[config.mk]
export PLATFORM = sky130hd
export DESIGN_NAME = uart_config_sequencer_flat
export DESIGN_NICKNAME = d
export VERILOG_FILES = /design/src/rtl/uart_config_sequencer_if.sv /design/src/rtl/uart_config_sequencer.sv /design/src/flat_wrapper.sv
export SDC_FILE = /design/constraint.sdc
export NUM_CORES = 1
export LEC_CHECK = 0
export CAP_MARGIN = 20
export CORE_MARGIN = 1.5
export CORE_UTILIZATION = 50
export CTS_CLUSTER_SIZE = 40
export DETAILED_ROUTE_END_ITERATION = 12
export PLACE_DENSITY = 0.77
export REMOVE_ABC_BUFFERS = 1
export SLEW_MARGIN = 25
export SYNTH_ARGS = -nofsm -noshare
export SYNTH_HDL_FRONTEND = slang
export SYNTH_SLANG_ARGS = --single-unit
[constraint.sdc]
create_clock -name clk_i -period 3.49 [get_ports clk_i]
set_input_delay 0.698 -clock clk_i [delete_from_list [all_inputs] [get_ports clk_i]]
set_output_delay 0.698 -clock clk_i [all_outputs]
set_load 0.005 [all_outputs]
[src/rtl/uart_config_sequencer_if.sv]
// TX/RX handshake bundle between the config sequencer (master) and the UART datapaths (slave).
interface uart_config_sequencer_if;
  logic [7:0] tx_data_o;
  logic       tx_req_o;
  logic       tx_done_i;
  logic [7:0] rx_data_i;
  logic       rx_valid_i;

  modport master (
    output tx_data_o, tx_req_o,
    input  tx_done_i, rx_data_i, rx_valid_i
  );

  modport slave (
    input  tx_data_o, tx_req_o,
    output tx_done_i, rx_data_i, rx_valid_i
  );
endinterface

[src/rtl/uart_config_sequencer.sv]
// Sends DATA_WIDTH, PARITY_MODE, STOP_BITS and END_CONFIG packets, waits for an 8'hFF ack after
// each one with timeout/NAK retries, and commits the requested configuration on success.
module uart_config_sequencer #(
  parameter int unsigned TIMEOUT_CYCLES = 5_000_000,
  parameter int unsigned MAX_RETRY      = 3
) (
  input  logic                           clk_i,
  input  logic                           rst_n_i,
  input  logic                           start_i,
  input  logic [5:0]                     cfg_i,
  uart_config_sequencer_if.master        link,
  output logic                           busy_o,
  output logic                           done_o,
  output logic                           error_o,
  output logic [3:0]                     int_id_o,
  output logic [5:0]                     cfg_o
);

  localparam int TW = (TIMEOUT_CYCLES > 1) ? $clog2(TIMEOUT_CYCLES) : 1;
  localparam int RW = (MAX_RETRY > 0) ? $clog2(MAX_RETRY + 1) : 1;
  localparam logic [TW-1:0] TIMER_LAST = TW'(TIMEOUT_CYCLES - 1);
  localparam logic [RW-1:0] RETRY_MAX  = RW'(MAX_RETRY);
  localparam logic [5:0]    CFG_RESET  = 6'b11_00_00;

  typedef enum logic [2:0] {IDLE, CHECK, SEND, WAIT_TX, WAIT_ACK, COMMIT, FAIL} state_e;

  state_e          state_q, state_d;
  logic [1:0]      idx_q, idx_d;
  logic [RW-1:0]   retry_q, retry_d;
  logic [TW-1:0]   timer_q, timer_d;
  logic [5:0]      cfg_req_q, cfg_req_d;
  logic [5:0]      cfg_act_q, cfg_act_d;
  logic [7:0]      tx_data_q, tx_data_d;
  logic            tx_req_q, tx_req_d;
  logic            busy_q, busy_d;
  logic            done_q, done_d;
  logic            error_q, error_d;
  logic [3:0]      int_id_q, int_id_d;

  function automatic logic [7:0] packet(input logic [1:0] i, input logic [5:0] c);
    case (i)
      2'd0:    packet = {4'b0000, c[5:4], 2'b01};
      2'd1:    packet = {4'b0000, c[3:2], 2'b10};
      2'd2:    packet = {4'b0000, c[1:0], 2'b11};
      default: packet = 8'h00;
    endcase
  endfunction

  // Registered outputs are loaded on the transition into a state, so tx_req_o is already high
  // while in SEND and the done/error pulses line up with COMMIT/FAIL.
  always_comb begin
    state_d   = state_q;
    idx_d     = idx_q;
    retry_d   = retry_q;
    timer_d   = timer_q;
    cfg_req_d = cfg_req_q;
    cfg_act_d = cfg_act_q;
    tx_data_d = tx_data_q;
    tx_req_d  = tx_req_q;
    busy_d    = busy_q;
    done_d    = 1'b0;
    error_d   = 1'b0;
    int_id_d  = 4'b0000;

    case (state_q)
      IDLE, COMMIT, FAIL: begin
        state_d = IDLE;
        if (start_i) begin
          cfg_req_d = cfg_i;
          idx_d     = 2'd0;
          retry_d   = '0;
          busy_d    = 1'b1;
          state_d   = CHECK;
        end
      end
      CHECK: begin
        if (cfg_req_q[1]) begin
          error_d  = 1'b1;
          int_id_d = 4'b0001;
          busy_d   = 1'b0;
          state_d  = FAIL;
        end else begin
          tx_req_d  = 1'b1;
          tx_data_d = packet(idx_q, cfg_req_q);
          state_d   = SEND;
        end
      end
      SEND: state_d = WAIT_TX;
      WAIT_TX: begin
        if (link.tx_done_i) begin
          tx_req_d = 1'b0;
          timer_d  = '0;
          state_d  = WAIT_ACK;
        end
      end
      WAIT_ACK: begin
        timer_d = timer_q + 1'b1;
        if (link.rx_valid_i && link.rx_data_i == 8'hFF) begin
          if (idx_q == 2'd3) begin
            cfg_act_d = cfg_req_q;
            done_d    = 1'b1;
            busy_d    = 1'b0;
            state_d   = COMMIT;
          end else begin
            idx_d     = idx_q + 2'd1;
            retry_d   = '0;
            tx_req_d  = 1'b1;
            tx_data_d = packet(idx_q + 2'd1, cfg_req_q);
            state_d   = SEND;
          end
        end else if (link.rx_valid_i || timer_q == TIMER_LAST) begin
          if (retry_q < RETRY_MAX) begin
            retry_d  = retry_q + 1'b1;
            tx_req_d = 1'b1;
            state_d  = SEND;
          end else begin
            error_d  = 1'b1;
            int_id_d = 4'b0001;
            busy_d   = 1'b0;
            state_d  = FAIL;
          end
        end
      end
      default: state_d = IDLE;
    endcase
  end

  always_ff @(posedge clk_i) begin
    if (!rst_n_i) begin
      state_q   <= IDLE;
      idx_q     <= 2'd0;
      retry_q   <= '0;
      timer_q   <= '0;
      cfg_req_q <= CFG_RESET;
      cfg_act_q <= CFG_RESET;
      tx_data_q <= 8'h00;
      tx_req_q  <= 1'b0;
      busy_q    <= 1'b0;
      done_q    <= 1'b0;
      error_q   <= 1'b0;
      int_id_q  <= 4'b0000;
    end else begin
      state_q   <= state_d;
      idx_q     <= idx_d;
      retry_q   <= retry_d;
      timer_q   <= timer_d;
      cfg_req_q <= cfg_req_d;
      cfg_act_q <= cfg_act_d;
      tx_data_q <= tx_data_d;
      tx_req_q  <= tx_req_d;
      busy_q    <= busy_d;
      done_q    <= done_d;
      error_q   <= error_d;
      int_id_q  <= int_id_d;
    end
  end

  assign link.tx_data_o = tx_data_q;
  assign link.tx_req_o  = tx_req_q;
  assign busy_o         = busy_q;
  assign done_o         = done_q;
  assign error_o        = error_q;
  assign int_id_o       = int_id_q;
  assign cfg_o          = cfg_act_q;

endmodule

[src/flat_wrapper.sv]
// flat-port wrapper written by rule: the top's interface ports become plain ports
module uart_config_sequencer_flat 
#(
  parameter int unsigned TIMEOUT_CYCLES = 5_000_000,
  parameter int unsigned MAX_RETRY      = 3
)
  (clk_i, rst_n_i, start_i, cfg_i, busy_o, done_o, error_o, int_id_o, cfg_o, link_tx_data_o, link_tx_req_o, link_tx_done_i, link_rx_data_i, link_rx_valid_i);
  uart_config_sequencer_if link_i ();
  input  logic clk_i;
  input  logic rst_n_i;
  input  logic start_i;
  input  logic [5:0] cfg_i;
  output logic busy_o;
  output logic done_o;
  output logic error_o;
  output logic [3:0] int_id_o;
  output logic [5:0] cfg_o;
  output wire logic [$bits(link_i.tx_data_o)-1:0] link_tx_data_o;
  output wire logic [$bits(link_i.tx_req_o)-1:0] link_tx_req_o;
  input wire logic [$bits(link_i.tx_done_i)-1:0] link_tx_done_i;
  input wire logic [$bits(link_i.rx_data_i)-1:0] link_rx_data_i;
  input wire logic [$bits(link_i.rx_valid_i)-1:0] link_rx_valid_i;
  assign link_tx_data_o = link_i.tx_data_o;
  assign link_tx_req_o = link_i.tx_req_o;
  assign link_i.tx_done_i = link_tx_done_i;
  assign link_i.rx_data_i = link_rx_data_i;
  assign link_i.rx_valid_i = link_rx_valid_i;
  uart_config_sequencer #(.TIMEOUT_CYCLES(TIMEOUT_CYCLES), .MAX_RETRY(MAX_RETRY)) u_core (.clk_i(clk_i), .rst_n_i(rst_n_i), .start_i(start_i), .cfg_i(cfg_i), .link(link_i), .busy_o(busy_o), .done_o(done_o), .error_o(error_o), .int_id_o(int_id_o), .cfg_o(cfg_o));
endmodule
==> results.yml <==
worst_setup_path:
  crit_fanout: 8
  slowest_stage: "clkdlybuf4s50_1"
  startpoint_type: "input pin"
  cp.arrival_ps: 2720
  cp_cell_sequence: "clkdlybuf4s50_1 -> nand4_1 -> nor3_2 -> mux2_2 -> o21a_1 -> a211o_1"
  critical-path-top-delay-family: "simple AND/OR/NAND/NOR gates"
  cp-end-kind: "register"
  worst-path-stages: 6
  crit_path_max_incr_delay_ps: 480
  cp_num_buf_inv: 1
  crit_type: "input pin to register"
  cp.required_ps: 3690
  rr_worst_depth: 5
cts:
  cts.repair.resized: 0
  post_cts_buffers: 0
  clock_sinks: 50
  clkLatencyLatePin_ps: 310
  cts-root-buf: "clkbuf_8"
  clk_pin_slew_worst_paths_ps: 90
  cts-htree-levels: 2
  cts_hold_buf: 0
  clockBufferDepth: 2
  cts_tree: "done"
  cts_buffers: 5
timing:
  slew_viol_final: 0
  slew_headroom_pct: 52.7
  fin_tns_setup_ps: 0
  tightest_slew_ps: 708
  period_minus_slack_ps: 2510
  hold_viol: 0
  finalSetupViolations: 0
  rsz0062_at_grt: "no"
  finalCritPeriodShare_pct: 72.0
  fmax_ghz: 0.398
  fin_skew_ps: 4.24
drt:
  drc: 0
  drt_iter0_drc: 223
  ant_nets: 0
  vias_per_cell: 5.78
  firstDrtPassIters: 7
  wl_um: 5980
  vias: 2439
  wl_per_cell_um: 14.2
global_route:
  grt_max_degree: 34
  track_usage_pct: 20.5
  overflow: 0
  grt_pass1_vias: 2097
  antenna_found_initial: 0
  grt_pass1_wl_um: 9780
yosys:
  syn_inst: 326
  synth_area_um2: 2720
  synth_cell_types: 58
  syn_avg_cell_area_um2: 8.34
  synth_edf_count: 0
  ys_async_sr_fraction_pct: 0
  yosysWarnings: 0
  synthFlopType: "dfxtp_1"
  synth_seq_cells: 50
  yosysSeqAreaShare_pct: 36.8
layout:
  layout_common_cells: "50 x dfxtp_1, 42 x nand2_1, 33 x clkdlybuf4s50_1, 28 x nor2_1, 23 x a21oi_1"
  area_delta_synth_final_pct: 15.4
  final_nets: 378
  final_common_cell: "dfxtp_1"
  diodes: 0
  postLayoutCoreUtil_pct: 60.7
  drive_gt1_share_pct: 8.52
die:
  dieWidth_um: 76.7
  num_rows: 26
  core-area_um2: 5170
  start_util_pct: 52.6
  io_pins: 41
  die_area_um2: 5890
  die_height_um: 76.7
pwr:
  p_int_mw: 0.846
  leakagePower_nw: 1.20
  p_seq_share_pct: 54.4
  p_clk_share_pct: 30.5
  peakVddDrop_uv: 211
  switching_share_pct: 26.9
  power.switching_mw: 0.312
  powerDensity_nw_per_um2: 369
  power_frac_comb_pct: 15.1
run:
  cap_viol_max_count: 0
hold_path:
  hold_class: "register to register"
  min_path_cells: 2
place:
  port_buffers: 33
  dp_hpwl_um: 4190
  finalWeightedCongestion: 0.815
run_status:
  status: "finished, final reports clean"
[power groups by stage]
stage / clock network [mW] / logic, mW / registers (mW)
after floorplan: 0 / 0.0983 / 0.634
after global placement: 0 / 0.171 / 0.641
after detailed placement: 0 / 0.173 / 0.641
after CTS: 0.360 / 0.174 / 0.628
after global routing: 0.390 / 0.193 / 0.634
final: 0.353 / 0.174 / 0.629
[per-layer routing]
| layer | track usage (%) | vias up | wire (µm) |
|---|---|---|---|
| met3 | 3.33 | 7 | 279 |
| met4 | 7.04 | 0 | 78 |
| met2 | 32.8 | 70 | 2750 |
| met1 | 28.0 | 1143 | 2870 |
| met5 | 0 | - | 0 |
| li1 | - | 1219 | - |
[cell usage after synthesis (all sizes together), types with 5 or more instances]
library cell  instances  share of area, %
nand4                 5               2.3
and3                  5               1.2
or3                   6               1.6
mux2i                 7               2.6
buf                  13               3.5
nor2                 28               3.9
and2                  6               1.4
mux2                  6               2.5
dfxtp                50                37
clkbuf               11               1.5
o21ai                14               2.9
nand3                19               3.5
nor3                 10               2.0
a31oi                 5               1.2
ha                    8               3.7
nand2                42               5.8
a21oi                24               4.6
[worst min-delay path: stages (launching register included)]
cell	delay (ps)
dfxtp_1	320
nand2_1	50
a21oi_1	50
[layout make-up]
cell class	count	area [µm²]
Tap cell	70	87.6
Multi-Input combinational cell	253	1590
Fill cell	453	2030
Inverter	5	18.8
Clock inverter	1	5.00
Clock buffer	7	86.3
Sequential cell	50	1000
Timing Repair Buffer	36	353
[worst paths after layout]
path                startpoint            endpoint  slack [ps]
min            u_core.cfg_o[2]     u_core.cfg_o[2]         460
max            link_rx_valid_i   u_core.retry_q[0]         980
min reg2reg    u_core.cfg_o[2]     u_core.cfg_o[2]         460
max reg2reg  u_core.state_q[1]  u_core.timer_q[11]        1310
[kinds of logic after synthesis]
family / synth area share (%)
flip-flops: 36.8
AO/OA/AOI/OAI: 16.9
AND/OR/NAND/NOR: 31.0
XOR/XNOR: 0.322
multiplexers: 5.06
adder cells (fa/ha/maj): 4.05
buffers and inverters: 5.66
other: 0.138
[per-stage QoR]
| stage | area (µm²) | power [mW] | std cells | setup slack (ps) | hold WS [ps] |
|---|---|---|---|---|---|
| 2_1_floorplan | 2610 | 0.733 | 308 | 1390 | 437 |
| 3_3_place_gp | 3050 | 0.812 | 414 | 770 | 437 |
| 3_5_place_dp | 3050 | 0.814 | 414 | 667 | 452 |
| 4_1_cts | 3140 | 1.16 | 422 | 994 | 464 |
| 5_1_grt | 3140 | 1.22 | 422 | 914 | 475 |
| 6_report | 3140 | 1.16 | 422 | 975 | 461 |
[state kept, by name (all words and copies together) (netlist names)]
signal,flops
u_core.timer_q,23
u_core.cfg_o,6
u_core.cfg_req_q,6
u_core.link.tx_data_o,4
u_core.state_q,3
u_core.idx_q,2
u_core.retry_q,2
u_core.busy_o,1
u_core.done_o,1
u_core.error_o,1
u_core.link.tx_req_o,1
Power figures use the tool's default switching activity.
==> RTL change 1: new RTL, config.mk and constraints unchanged <==
Put one more register stage on the output `cfg_o`, with the module's reset. The value now appears one clock later. The other outputs are not delayed to match.
--- a/src/rtl/uart_config_sequencer.sv
+++ b/src/rtl/uart_config_sequencer.sv
@@ -162,5 +162,11 @@
   assign error_o        = error_q;
   assign int_id_o       = int_id_q;
-  assign cfg_o          = cfg_act_q;
+  always_ff @(posedge clk_i) begin
+    if (!rst_n_i) begin
+      cfg_o <= '0;
+    end else begin
+      cfg_o <= cfg_act_q;
+    end
+  end
 
 endmodule
Function: changed (a bounded check fails within 4 cycles, from zero or initial values and one cycle with rst_n_i low).
==> RTL change 1 against the original RTL <==
- routed wire length increased by 4.9%
- power is 6.6% higher
- design area up 4.5%
- sequential share of layout area up 2.3 points
- worst setup slack better by 100 ps
- non-clock buffer count decreased by 1
- area after synthesis grew 4.5%
- sequential cell count increased by 6
- first-iteration DRC count is 42% lower
- via count rose by 5.0%
==> RTL change 1: results (changes against the original RTL) <==
* Run status: finished, final reports clean
* Fillcell total at 504 (+11%)
* Synth unique cells at 59 (+1.7%)
* Critical-path top delay cell: nor3_1
* Mux contribution to synthesized area at 0.05196 (+0.001338)
* Nets at 386 (+2.1%)
* Capture point of the critical path: u_core.retry_q[1]
* Slew margin rel. at 0.3894 (-0.1371)
* Pint at 0.8953 mW (+5.9%)
* DRT iter0 DRCs at 130 (-42%)
* Power share of the combinational group at 0.136 (-0.015)
* Synth Area in Adders at 0.03523 (-0.005270)
* Routed wire per std cell at 14.53 µm (+2.5%)
* Detailed placement HPWL at 4.489 mm (+7.0%)
* Register area share after synthesis at 0.3945 (+0.02639)
* XOR/XNOR Fraction of Synth Area at 0 (-0.003221)
* Flop-to-flop setup slack at 1210 ps (-100 ps)
* First-pass detailed-route iteration total at 6 (-1)
* Hold Path Depth at 1 (-1)
* Clock slew at the register clock pins of the worst setup and hold paths at 110 ps (+20 ps)
* Met2 routed WL at 3.231 mm (+17%)
* Clk_lat worst skew at 320 ps
* Worst Skew at 14.64 ps (+10.40 ps)
* Post-DR vias/cell at 5.928 (+2.6%)
* Worst-path maximum fanout at 12 (+4)
* Final hold slack at 459.3 ps (-1.622 ps)
* Worst path arrival time at 2640 ps (-80 ps)
* Vias in the first global route at 2493 (+19%)
* Area fraction in compound gates after synthesis at 0.1819 (+0.01251)
* Largest net degree at the start of global routing at 32 (-5.9%)
* Routability Congestion at 0.8496 (+4.3%)
* VDD IR max at 0.2458 mV (+17%)
* Total global routing track utilization at 0.2233 (+0.01796)
* Crit-path max cell delay at 460 ps (-20 ps)
* M1 GR Usage at 0.2592 (-0.02059)
* DRT met1 WL at 2.661 mm (-7.3%)
* Static leakage at 1.197 nW (about the same)
* Top post-synthesis cells by count: dfxtp_1 (56), nand2_1 (38), nor2_1 (28), a21oi_1 (26), nand3_1 (17)
* Synth top area cells: dfxtp_1 (39%), nand2_1 (5.0%), a21oi_1 (4.6%)
* Layout cells sized above 1 at 0.07500 (-0.01023)
* Hold EP: u_core.cfg_o[4]
* Worst setup path start: link_rx_data_i[3]
* Seq pwr share at 0.561 (+0.017)
* Global routing usage on met2 at 0.4052 (+0.07690)
* First-pass GRT wire length at 11.05 mm (+13%)
* Min-delay src: u_core.cfg_act_q[4]
* Met3 Use GR at 0.04186 (+0.008527)
* PostCTS Resize Cnt at 0 (unchanged)
* CTS Root Cell: clkbuf_8
* R2R Path End: u_core.timer_q[7]
* Metal3 WL at 274 µm (-1.8%)
RTL change 1: through the flow:
step	worst slack (ps)	area, µm²	cells	power, mW	util
2_1_floorplan	1541	2743	317	0.7945	-
3_3_place_gp	860.6	3178	424	0.8692	0.5771
3_5_place_dp	761.7	3178	424	0.8721	0.5771
4_1_cts	1109	3274	432	1.245	0.5946
5_1_grt	867.8	3281	432	1.294	0.5958
6_report	1080	3281	432	1.234	0.5958
RTL change 1: final cells by class:
type                            count  share of cell area
Multi-Input combinational cell    252              0.4859
Sequential cell                    56              0.3417
Timing Repair Buffer               35              0.1053
Tap cell                           72             0.02746
Clock buffer                        5             0.02098
Inverter                            9             0.01030
Clock inverter                      3            0.008391
RTL change 1: kinds of logic (layout without fill, tap and decap cells):
kind of cell,count (synthesis),after routing
AND/OR/NAND/NOR,148,148
AO/OA/AOI/OAI,75,75
flip-flops,56,56
buffers and inverters,33,52
multiplexers,14,14
adder cells (fa/ha/maj),8,8
other,1,7
==> RTL change 2: new RTL, same settings <==
Made on the original files. `MAX_RETRY` is set to 3 in 2 places; all go to 5.
--- a/src/rtl/uart_config_sequencer.sv
+++ b/src/rtl/uart_config_sequencer.sv
@@ -3,5 +3,5 @@
 module uart_config_sequencer #(
   parameter int unsigned TIMEOUT_CYCLES = 5_000_000,
-  parameter int unsigned MAX_RETRY      = 3
+  parameter int unsigned MAX_RETRY      = 5
 ) (
   input  logic                           clk_i,
--- a/src/flat_wrapper.sv
+++ b/src/flat_wrapper.sv
@@ -3,5 +3,5 @@
 #(
   parameter int unsigned TIMEOUT_CYCLES = 5_000_000,
-  parameter int unsigned MAX_RETRY      = 3
+  parameter int unsigned MAX_RETRY      = 5
 )
   (clk_i, rst_n_i, start_i, cfg_i, busy_o, done_o, error_o, int_id_o, cfg_o, link_tx_data_o, link_tx_req_o, link_tx_done_i, link_rx_data_i, link_rx_valid_i);
Check against the original RTL: same outputs for any inputs over 10 cycles, from zero or initial values and one cycle with rst_n_i low; that may be too few to reach the edited logic, so the function may still have changed.
==> RTL change 2 against the original RTL <==
- core utilization fell by 0.25 points
- worst setup slack improved by 140 ps
- clock power fell by 5.7%
- routed wire length rose by 1.4%
- area after synthesis rose by 1.8%
- sequential cell count rose by 1
- die area rose by 1.7%
- fmax rose by 5.8%
- power rose by 1.0%
- critical path type unchanged
- largest power group unchanged
- synthesized cell count rose by 3.4%
- global-route usage rose by 1.3 points
- design area rose by 0.84%
==> RTL change 2: results (changes against the original RTL) <==
* Run status: finished, final reports clean
* Ys async rst share at 0 (unchanged)
* Max Buffers Root-to-Sink at 2 (unchanged)
* Flop-to-flop setup slack at 1160 ps (-150 ps)
* CTS buffer count at 5 (unchanged)
* CTS Root Cell: clkbuf_8
* Pin slew with the least headroom to its limit at 707.5 ps (-0.7936 ps)
* Top post-synthesis cells by count: dfxtp_1 (51), nand2_1 (43), nand3_1 (24), o21ai_0 (23), a21oi_1 (17)
* Routed wire per std cell at 14.14 µm (-0.22%)
* Detailed placement HPWL at 4.287 mm (+2.2%)
* Hold Crit Class: flop to flop
* Met2 routed WL at 2.882 mm (+4.8%)
* Port bufs at 33 (unchanged)
* Synth unique cells at 51 (-12%)
* VDD IR max at 0.2213 mV (+5.1%)
* Worst path arrival time at 2550 ps (-170 ps)
* Postcts setup bufs at 0 (unchanged)
* M1 GR Usage at 0.2853 (+0.005471)
* First-pass detailed-route iteration total at 4 (-3)
* Largest register by flop count: u_core.timer_q
* Ant diodes at 0 (unchanged)
* Placed Cells at 422 (+1.9%)
* PostCTS Resize Cnt at 0 (unchanged)
* Fillcell total at 474 (+4.6%)
* Static leakage at 1.155 nW (-3.5%)
* Global routing usage on met2 at 0.3684 (+0.04010)
* Met3 Use GR at 0.04000 (+0.006667)
* Max FFs per register at 23 (unchanged)
* Initial antenna violation count at 0 (unchanged)
* EDFF count, synth at 0 (unchanged)
* Synth top area cells: dfxtp_1 (37%), nand2_1 (5.8%), nand3_1 (4.3%)
* Total global routing track utilization at 0.2180 (+0.01258)
* Post-DP Area at 3082 µm² (+1.2%)
* Worst setup margin at 1112 ps (+137.0 ps)
* Max layer used: met4
* First-pass GRT wire length at 10.79 mm (+10%)
* Worst-path maximum fanout at 6 (-2)
* Largest net degree at the start of global routing at 60 (+76%)
* Nets at 386 (+2.1%)
* Routability Congestion at 0.8388 (+3.0%)
* DRT met1 WL at 2.786 mm (-3.0%)
* Clock slew at the register clock pins of the worst setup and hold paths at 90 ps (about the same)
* Clk_lat worst skew at 300 ps
* Post-DR vias/cell at 5.816 (+0.63%)
* Final hold slack at 456.3 ps (-4.543 ps)
* Max_cap viols at 0 (unchanged)
* Setup WS pre-CTS at 818.9 ps (+151.8 ps)
* Final wirelength at 6.068 mm (+1.4%)
* Worst Skew at 5.475 ps (+1.232 ps)
* Vias in the first global route at 2323 (+11%)
* Yosys warns at 0 (unchanged)
* Register area share after synthesis at 0.3689 (+0.0007423)
* DRT iter0 DRCs at 138 (-38%)
* Metal3 WL at 344 µm (+23%)
* Synthesized instance count at 337 (+3.4%)
* H-tree lvl count at 2 (unchanged)
* Layout cells sized above 1 at 0.03900 (-0.04623)
RTL change 2: cell types whose count changed in the layout (fill, tap and decap cells not counted), sizes merged, moves of 5 or more:
cell | unedited run | this run
nor2 | 28 | 10
o21ai | 14 | 25
a21boi | 0 | 10
a21oi | 24 | 17
mux2 | 6 | 0
nor2b | 4 | 10
inv | 4 | 9
nand2b | 3 | 8
nand3 | 19 | 24
RTL change 2: cell type report:
class	count	area (µm²)	share of cell area
clock buffers	5	68.82	0.02175
inverters	9	33.78	0.01068
multi-input cells	257	1594	0.5038
clock inverters	2	13.76	0.004350
well taps	70	87.58	0.02768
repair buffers	35	345.3	0.1091
flip-flops and latches	51	1021	0.3227
RTL change 2: kinds of logic after synthesis:
| family | after synthesis | share of synthesized area |
|---|---|---|
| other | 1 | 0.001355 |
| and+or+nand+nor | 149 | 0.2984 |
| xor gates and xnor gates | 1 | 0.003165 |
| DFF | 51 | 0.3689 |
| AOI/OAI and AO/OA | 83 | 0.1962 |
| buffers and inverters | 35 | 0.06329 |
| muxes | 9 | 0.03255 |
| adders and majority gates | 8 | 0.03617 |
RTL change 2: worst paths after layout:
kind / from / end / cells after the start
setup / recovery: link_rx_valid_i / u_core.link.tx_data_o[2] / 6
hold / removal: u_core.cfg_o[0] / u_core.cfg_o[0] / 2
setup reg to reg: u_core.state_q[2] / u_core.timer_q[13] / 6
hold reg to reg: u_core.cfg_o[0] / u_core.cfg_o[0] / 2
RTL change 2: power breakdown:
group	internal (mW)	switching [mW]	leakage, nW
Sequential	0.609	0.0379	0.413
Combinational	0.0976	0.0910	0.697
Clock	0.138	0.196	0.0440
Total	0.844	0.325	1.15
RTL change 2: worst max-delay path, cell delays in order:
cell and delay (ps):
clkdlybuf4s50_1 490, nand4_1 150, nor4_1 610, o21ai_0 360, nand3_1 160, o21ai_0 80
